$ cat src/rtl/vga_pattern_gen_pkg.sv
// Shared constants, colour codes, mode/axis enums and the bar colour helper for the VGA pattern generator.
package vga_pattern_gen_pkg;

    localparam int H_ACTIVE = 640;
    localparam int V_ACTIVE = 480;

    // Colours packed as {R[2:0], G[2:0], B[1:0]}
    localparam logic [7:0] COL_BLACK  = 8'h00;
    localparam logic [7:0] COL_WHITE  = 8'hFF;
    localparam logic [7:0] COL_DKBLUE = 8'h01;

    typedef enum logic [1:0] {
        MODE_BARS = 2'd0,
        MODE_CHK  = 2'd1,
        MODE_GRAD = 2'd2,
        MODE_BOX  = 2'd3
    } mode_e;

    typedef enum logic {
        AX_INC = 1'b0,
        AX_DEC = 1'b1
    } axis_state_e;

    // Bar index bit 0 drives red, bit 1 green, bit 2 blue: bar 1 is red, bar 7 white.
    function automatic logic [7:0] bar_colour(input logic [2:0] bar);
        return {{3{bar[0]}}, {3{bar[1]}}, {2{bar[2]}}};
    endfunction

endpackage

$ cat src/rtl/vga_box_mover.sv
// Bouncing-box position: one INC/DEC state machine per axis, advanced once per step pulse.
module vga_box_mover
    import vga_pattern_gen_pkg::*;
#(
    parameter int BOX_SIZE = 32
) (
    input  logic       CLK,
    input  logic       RST,
    input  logic       step,
    output logic [9:0] bx,
    output logic [9:0] by
);

    logic [1:0][9:0] pos;

    for (genvar gi = 0; gi < 2; gi++) begin : g_axis
        // Largest legal top-left coordinate so the box stays fully on screen
        localparam logic [9:0] LIMIT = 10'(((gi == 0) ? H_ACTIVE : V_ACTIVE) - BOX_SIZE);

        axis_state_e state_q, state_d;
        logic [9:0]  pos_q, pos_d;

        always_comb begin
            state_d = state_q;
            pos_d   = pos_q;
            if (step) begin
                case (state_q)
                    AX_INC: begin
                        pos_d = pos_q + 10'd1;
                        if (pos_d == LIMIT) state_d = AX_DEC;
                    end
                    AX_DEC: begin
                        pos_d = pos_q - 10'd1;
                        if (pos_d == 10'd0) state_d = AX_INC;
                    end
                endcase
            end
        end

        always_ff @(posedge CLK) begin
            if (RST) begin
                state_q <= AX_INC;
                pos_q   <= '0;
            end else begin
                state_q <= state_d;
                pos_q   <= pos_d;
            end
        end

        assign pos[gi] = pos_q;
    end

    assign bx = pos[0];
    assign by = pos[1];

endmodule

$ cat src/rtl/vga_pattern_gen.sv
// Two-stage VGA test-pattern colour generator with sync/blank delay to keep alignment.
// Optional border overlay enabled by defining VGA_PAT_BORDER_EN.
module vga_pattern_gen
    import vga_pattern_gen_pkg::*;
#(
    parameter int BOX_SIZE = 32,
    parameter int BAR_W    = 80,
    parameter int CHK_SH   = 5
) (
    input  logic       CLK,
    input  logic       RST,
    input  logic [9:0] x,
    input  logic [9:0] y,
    input  logic       blank,
    input  logic       HS,
    input  logic       VS,
    input  logic [1:0] mode,
    output logic [2:0] R,
    output logic [2:0] G,
    output logic [1:0] B,
    output logic       HS_O,
    output logic       VS_O,
    output logic       BLANK_O
);

    logic       hs_s1_q, hs_s1_d, vs_s1_q, vs_s1_d, blank_s1_q, blank_s1_d;
    logic       hs_s2_q, hs_s2_d, vs_s2_q, vs_s2_d, blank_s2_q, blank_s2_d;
    logic       active_s1_q, active_s1_d;
    logic [7:0] bar_col_s1_q, bar_col_s1_d;
    logic [7:0] chk_col_s1_q, chk_col_s1_d;
    logic [7:0] grad_col_s1_q, grad_col_s1_d;
    logic [7:0] box_col_s1_q, box_col_s1_d;
    logic [7:0] rgb_q, rgb_d;
    mode_e      mode_q, mode_d;
    logic [7:0] frame_cnt_q, frame_cnt_d;
`ifdef VGA_PAT_BORDER_EN
    logic       border_s1_q, border_s1_d;
`endif

    logic       frame_start;
    logic [9:0] bx, by;
    logic       in_box_x, in_box_y;

    // Stage-2 copy of VS still holds the previous registered value
    assign frame_start = vs_s2_q && !vs_s1_q;

    vga_box_mover #(
        .BOX_SIZE (BOX_SIZE)
    ) u_box_mover (
        .CLK  (CLK),
        .RST  (RST),
        .step (frame_start),
        .bx   (bx),
        .by   (by)
    );

    always_comb begin
        hs_s1_d    = HS;
        vs_s1_d    = VS;
        blank_s1_d = blank;
        hs_s2_d    = hs_s1_q;
        vs_s2_d    = vs_s1_q;
        blank_s2_d = blank_s1_q;

        mode_d      = frame_start ? mode_e'(mode) : mode_q;
        frame_cnt_d = frame_start ? frame_cnt_q + 8'd1 : frame_cnt_q;

        active_s1_d   = !blank && (x < 10'(H_ACTIVE)) && (y < 10'(V_ACTIVE));
        bar_col_s1_d  = bar_colour(3'(x / 10'(BAR_W)));
        chk_col_s1_d  = (x[CHK_SH] ^ y[CHK_SH] ^ frame_cnt_q[5]) ? COL_WHITE : COL_BLACK;
        grad_col_s1_d = {x[9:7], y[8:6], frame_cnt_q[7:6]};

        // 11-bit compares so bx + BOX_SIZE cannot wrap
        in_box_x     = ({1'b0, x} >= {1'b0, bx}) && ({1'b0, x} < ({1'b0, bx} + 11'(BOX_SIZE)));
        in_box_y     = ({1'b0, y} >= {1'b0, by}) && ({1'b0, y} < ({1'b0, by} + 11'(BOX_SIZE)));
        box_col_s1_d = (in_box_x && in_box_y) ? COL_WHITE : COL_DKBLUE;

`ifdef VGA_PAT_BORDER_EN
        border_s1_d = (x == 10'd0) || (x == 10'(H_ACTIVE - 1)) ||
                      (y == 10'd0) || (y == 10'(V_ACTIVE - 1));
`endif

        rgb_d = COL_BLACK;
        if (active_s1_q) begin
            case (mode_q)
                MODE_BARS: rgb_d = bar_col_s1_q;
                MODE_CHK:  rgb_d = chk_col_s1_q;
                MODE_GRAD: rgb_d = grad_col_s1_q;
                MODE_BOX:  rgb_d = box_col_s1_q;
            endcase
`ifdef VGA_PAT_BORDER_EN
            if (border_s1_q) rgb_d = COL_WHITE;
`endif
        end
    end

    always_ff @(posedge CLK) begin
        if (RST) begin
            hs_s1_q       <= 1'b1;
            vs_s1_q       <= 1'b1;
            blank_s1_q    <= 1'b1;
            hs_s2_q       <= 1'b1;
            vs_s2_q       <= 1'b1;
            blank_s2_q    <= 1'b1;
            active_s1_q   <= 1'b0;
            bar_col_s1_q  <= COL_BLACK;
            chk_col_s1_q  <= COL_BLACK;
            grad_col_s1_q <= COL_BLACK;
            box_col_s1_q  <= COL_BLACK;
            rgb_q         <= COL_BLACK;
            mode_q        <= MODE_BARS;
            frame_cnt_q   <= 8'd0;
`ifdef VGA_PAT_BORDER_EN
            border_s1_q   <= 1'b0;
`endif
        end else begin
            hs_s1_q       <= hs_s1_d;
            vs_s1_q       <= vs_s1_d;
            blank_s1_q    <= blank_s1_d;
            hs_s2_q       <= hs_s2_d;
            vs_s2_q       <= vs_s2_d;
            blank_s2_q    <= blank_s2_d;
            active_s1_q   <= active_s1_d;
            bar_col_s1_q  <= bar_col_s1_d;
            chk_col_s1_q  <= chk_col_s1_d;
            grad_col_s1_q <= grad_col_s1_d;
            box_col_s1_q  <= box_col_s1_d;
            rgb_q         <= rgb_d;
            mode_q        <= mode_d;
            frame_cnt_q   <= frame_cnt_d;
`ifdef VGA_PAT_BORDER_EN
            border_s1_q   <= border_s1_d;
`endif
        end
    end

    assign R       = rgb_q[7:5];
    assign G       = rgb_q[4:2];
    assign B       = rgb_q[1:0];
    assign HS_O    = hs_s2_q;
    assign VS_O    = vs_s2_q;
    assign BLANK_O = blank_s2_q;

endmodule

$ cat config.mk
export PLATFORM = sky130hd
export DESIGN_NAME = vga_pattern_gen
export DESIGN_NICKNAME = d
export VERILOG_FILES = /design/src/rtl/vga_pattern_gen_pkg.sv /design/src/rtl/vga_box_mover.sv /design/src/rtl/vga_pattern_gen.sv
export SDC_FILE = /design/constraint.sdc
export NUM_CORES = 1
export LEC_CHECK = 0
export ABC_CLOCK_PERIOD_IN_PS = 4300
export BUFFER_PORTS_ARGS = -buffer_cell sky130_fd_sc_hd__buf_2
export CAP_MARGIN = 10
export CORE_MARGIN = 3
export CORE_UTILIZATION = 53
export DETAILED_ROUTE_END_ITERATION = 8
export GPL_TIMING_DRIVEN = 1
export PLACE_DENSITY = 0.73
export SYNTH_ARGS = -nofsm -noshare
export SYNTH_HDL_FRONTEND = slang
export SYNTH_SLANG_ARGS = --single-unit
$ cat constraint.sdc
create_clock -name CLK -period 4.3 [get_ports CLK]
set_input_delay 0.645 -clock CLK [delete_from_list [all_inputs] [get_ports CLK]]
set_output_delay 0.645 -clock CLK [all_outputs]
set_load 0.05 [all_outputs]
==> results_tabular.tex <==
\begin{tabular}{lr}
\hline
Metric & Value \\
\hline
\multicolumn{2}{l}{\textbf{Synth}} \\
Mean instance size in the synthesized netlist & 8.12 um2 \\
Cells taking the most area after synthesis & sky130\_fd\_sc\_hd\_\_dfxtp\_1 (31\%), sky130\_fd\_sc\_hd\_\_ha\_1 (13\%), sky130\_fd\_sc\_hd\_\_a21oi\_1 (5.1\%), sky130\_fd\_sc\_hd\_\_xnor2\_1 (4.8\%), sky130\_fd\_sc\_hd\_\_nor2\_1 (4.0\%) \\
Flip-flop and latch count after synthesis & 61 \\
Proportion of synthesized flip-flops having asynchronous set or reset & 0\% \\
Top cell type by total area after synthesis & sky130\_fd\_sc\_hd\_\_dfxtp\_1 \\
Number of synthesized flops with an enable pin & 0 \\
Gate Count Post-Synth & roughly 490 \\
Primary FF master, synth & sky130\_fd\_sc\_hd\_\_dfxtp\_1 \\
Sequential cell area fraction in the yosys report & 30.6\% \\
Synthesis warning total & 0 \\
Count of unique library cells instantiated by Yosys & 62 \\
Post-synth top area share & between 30\% and 40\% \\
Mapped cell area & 4000 um2 \\
Synthesized net count & 560 \\
\multicolumn{2}{l}{\textbf{STA}} \\
Final hold vios & 0 \\
Post-Route Hold Slack & roughly 0.42 ns \\
Slew margin rel. & 38.3\% \\
Setup repair after global routing missed its margin & false \\
Post-route fraction of the period consumed by the critical path & between 50\% and 60\% \\
Finish-stage setup viols & 0 \\
Achievable clock frequency & about 0.42 GHz \\
Final setup skew & between 0.01 and 0.015 ns \\
Slew at the pin with the worst max-slew slack & 0.926 ns \\
Period minus WS final & about 2.4 ns \\
Max-slew violation count & 0 \\
Setup Total Neg Slack & 0 ns \\
\multicolumn{2}{l}{\textbf{Setup path}} \\
Cell-by-cell trace of the critical path & ha\_1, nand3\_1, xnor2\_1, ha\_1, nor4\_1, nand2\_1, o221ai\_1, o21ai\_1, nor4b\_1 \\
Crit path largest cell delay & 0.51 ns \\
Largest driver fanout on the critical path & 10 \\
Delay-heaviest family, CP & simple AND/OR/NAND/NOR gates \\
Classification of the worst setup path & reg -> reg \\
Critical path buffer and inverter count & 0 \\
Type of origin of the critical path & flip-flop \\
Slowest cell on crit path & sky130\_fd\_sc\_hd\_\_dfxtp\_1 \\
Required time reported for the critical path endpoint & about 4.5 ns \\
Category of the worst setup path capture point & flip-flop \\
Most frequent CP cell & sky130\_fd\_sc\_hd\_\_ha\_1 \\
Arrival @ worst endpoint & 2.63 ns \\
\multicolumn{2}{l}{\textbf{Flow run}} \\
Reported max-cap violation count & 0 \\
\multicolumn{2}{l}{\textbf{Placement}} \\
Routability-driven placement congestion ratio & 0.994 \\
Number of I/O port buffers & 37 \\
Half-perimeter wire length of the detailed placement result & 6490 um \\
\multicolumn{2}{l}{\textbf{Floorplanning}} \\
Die X & roughly 93 um \\
Die Outline Area & 8620 um2 \\
Die Span Y & about 93 um \\
Ports placed on the boundary & 38 \\
Placeable core area & about 7300 um2 \\
Starting density of the core & 54.8\% \\
Standard-cell rows & 31 \\
\multicolumn{2}{l}{\textbf{GRT}} \\
GRT Total Usage & 21.7\% \\
Global-route wire length before repair & about 15000 um \\
Overflow after GRT & 0 \\
Via count of the first global-routing pass & 3213 \\
Largest net degree at the start of global routing & 53 \\
Antenna violations before repair & 0 \\
\multicolumn{2}{l}{\textbf{Pwr}} \\
Internal power & 0.000932 W \\
Standby leakage power & 1.65 nW \\
Share of total power in combinational logic & around an eighth \\
Relative contribution of sequential cells to total power & between 40\% and 50\% \\
Clock network fraction of design power & 40.6\% \\
Worst vdd ir & about 240 uV \\
Power per cell area & around 290 nW/um2 \\
Switching power total & between 0.0003 and 0.0004 W \\
Proportion of total power due to net switching & 27.3\% \\
\multicolumn{2}{l}{\textbf{Clocking}} \\
Number of buffers on the longest clock path & 2 \\
CTS buffer count & 9 \\
Skew-Pair Late Insertion Delay & roughly 0.34 ns \\
Setup bufs post-CTS & 0 \\
Clock sink count & 61 \\
Count of cells resized by post-cts repair & 0 \\
Root buf cell & sky130\_fd\_sc\_hd\_\_clkbuf\_8 \\
Level count of the clock H-tree & 3 \\
CTS clock-pin slew for the worst setup and hold paths & 0.07 ns \\
Hold buffer count at CTS & 0 \\
CTS tree & yes \\
\multicolumn{2}{l}{\textbf{Routing}} \\
Number of detailed-routing iterations run before antenna repair & 5 \\
Remaining antenna violation count after routing & 0 \\
Via count & 3552 \\
Routed via count divided by cell count & 5.74 \\
WL per Instance & $\sim$14 um \\
Total length of routed wires & 8880 um \\
Drt drc & 0 \\
Count of routing violations after the opening detailed-route iteration & between 200 and 300 \\
\multicolumn{2}{l}{\textbf{Cells and area}} \\
Layout filler cell count & 688 \\
Commonest non-fill, non-tap cell in the layout & sky130\_fd\_sc\_hd\_\_dfxtp\_1 \\
Area Growth Syn to Fin & 10.1\% \\
Net count of the finished layout & $\sim$600 \\
Highest-count cells in the layout ignoring fill and taps & sky130\_fd\_sc\_hd\_\_dfxtp\_1 (61), sky130\_fd\_sc\_hd\_\_nor2\_1 (43), sky130\_fd\_sc\_hd\_\_a21oi\_1 (41), sky130\_fd\_sc\_hd\_\_ha\_1 (41), sky130\_fd\_sc\_hd\_\_buf\_2 (37) \\
Layout cells sized above 1 & 13.7\% \\
Final antenna diode count & 0 \\
\multicolumn{2}{l}{\textbf{Status}} \\
Result of the run & completed \\
\multicolumn{2}{l}{\textbf{Hold path}} \\
Class of the worst hold path & reg -> reg \\
\hline
\end{tabular}
stage by stage:
step | util (%) | cells | instance area (um2) | total power (W) | setup slack, ns
floorplan | - | 492 | 4000 | 0.000725 | 2.24
global placement | 57.6 | 603 | 4200 | 0.000769 | 2.00
detailed placement | 57.6 | 603 | 4200 | 0.000774 | 1.98
CTS | 60.3 | 619 | 4400 | 0.00129 | 1.95
global route | 60.3 | 619 | 4400 | 0.00134 | 1.74
finish | 60.3 | 619 | 4400 | 0.00128 | 1.91
per-layer routing:
layer	GRT usage [%]	part of all wire (%)
met5	0	0
met2	33.6	45
met3	3.41	6.2
met1	30.6	47
met4	7.33	1.8
state kept, by name, indices dropped and copies added (netlist names):
name	count
rgb_q	8
u_box_mover.g_axis.state_q	2
mode_q	2
u_box_mover.bx	10
chk_col_s1_q	1
BLANK_O	1
HS_O	1
box_col_s1_q	2
blank_s1_q	1
active_s1_q	1
hs_s1_q	1
u_box_mover.by	10
bar_col_s1_q	3
frame_cnt_q	8
vs_s1_q	1
grad_col_s1_q	8
VS_O	1
Yosys cell counts (4+ instances only):
cell,number
sky130_fd_sc_hd__dfxtp_1,61
sky130_fd_sc_hd__nor2_1,43
sky130_fd_sc_hd__a21oi_1,41
sky130_fd_sc_hd__ha_1,41
sky130_fd_sc_hd__inv_1,35
sky130_fd_sc_hd__nand2_1,29
sky130_fd_sc_hd__o21ai_0,23
sky130_fd_sc_hd__xnor2_1,22
sky130_fd_sc_hd__clkbuf_1,20
sky130_fd_sc_hd__nand3_1,20
sky130_fd_sc_hd__nor2b_1,15
sky130_fd_sc_hd__or3_1,14
sky130_fd_sc_hd__nor3_1,12
sky130_fd_sc_hd__nand4_1,11
sky130_fd_sc_hd__o21a_1,8
sky130_fd_sc_hd__nor4_1,7
sky130_fd_sc_hd__xor2_1,7
sky130_fd_sc_hd__or2_2,6
sky130_fd_sc_hd__a211oi_1,5
sky130_fd_sc_hd__and3_1,5
sky130_fd_sc_hd__mux2i_1,4
sky130_fd_sc_hd__nand2b_1,4
sky130_fd_sc_hd__o211ai_1,4
layout make-up:
cell class	instances	area, um2	area share (%)
inverter	37	139	3.16
timing repair buffer	39	200	4.55
tap	99	124	2.82
clock inverter	6	62.6	1.42
clock buffer	10	138	3.13
sequential	61	1220	27.8
multi-input combinational	367	2510	57.2
final timing paths:
path	start	end	slack (ns)	cells after the start
setup / recovery	u_box_mover.by[5]	box_col_s1_q[6]	1.91	9
hold reg to reg	hs_s1_q	HS_O	0.42	1
setup reg to reg	u_box_mover.by[5]	box_col_s1_q[6]	1.91	9
hold / removal	hs_s1_q	HS_O	0.42	1
power by group through the flow:
stage | sequential [W] | combinational (W) | clock, W
2_1_floorplan | 0.000609 | 0.000117 | 0
3_3_place_gp | 0.000606 | 0.000162 | 0
3_5_place_dp | 0.000607 | 0.000167 | 0
4_1_cts | 0.000594 | 0.000168 | 0.000529
5_1_grt | 0.000596 | 0.000191 | 0.000555
6_report | 0.000594 | 0.000168 | 0.000520
logic make-up (layout without fill, tap and decap cells):
kind of cell    after synthesis  in the layout  synth area share (%)
simple gates                181            181                  24.0
compound gates              110            110                  17.9
buf+inv                      64             92                  6.51
flops                        61             61                  30.6
fa+ha+maj                    42             42                  13.1
xor+xnor                     29             29                  6.36
mux                           5              5                  1.57
Power figures use the tool's default switching activity.
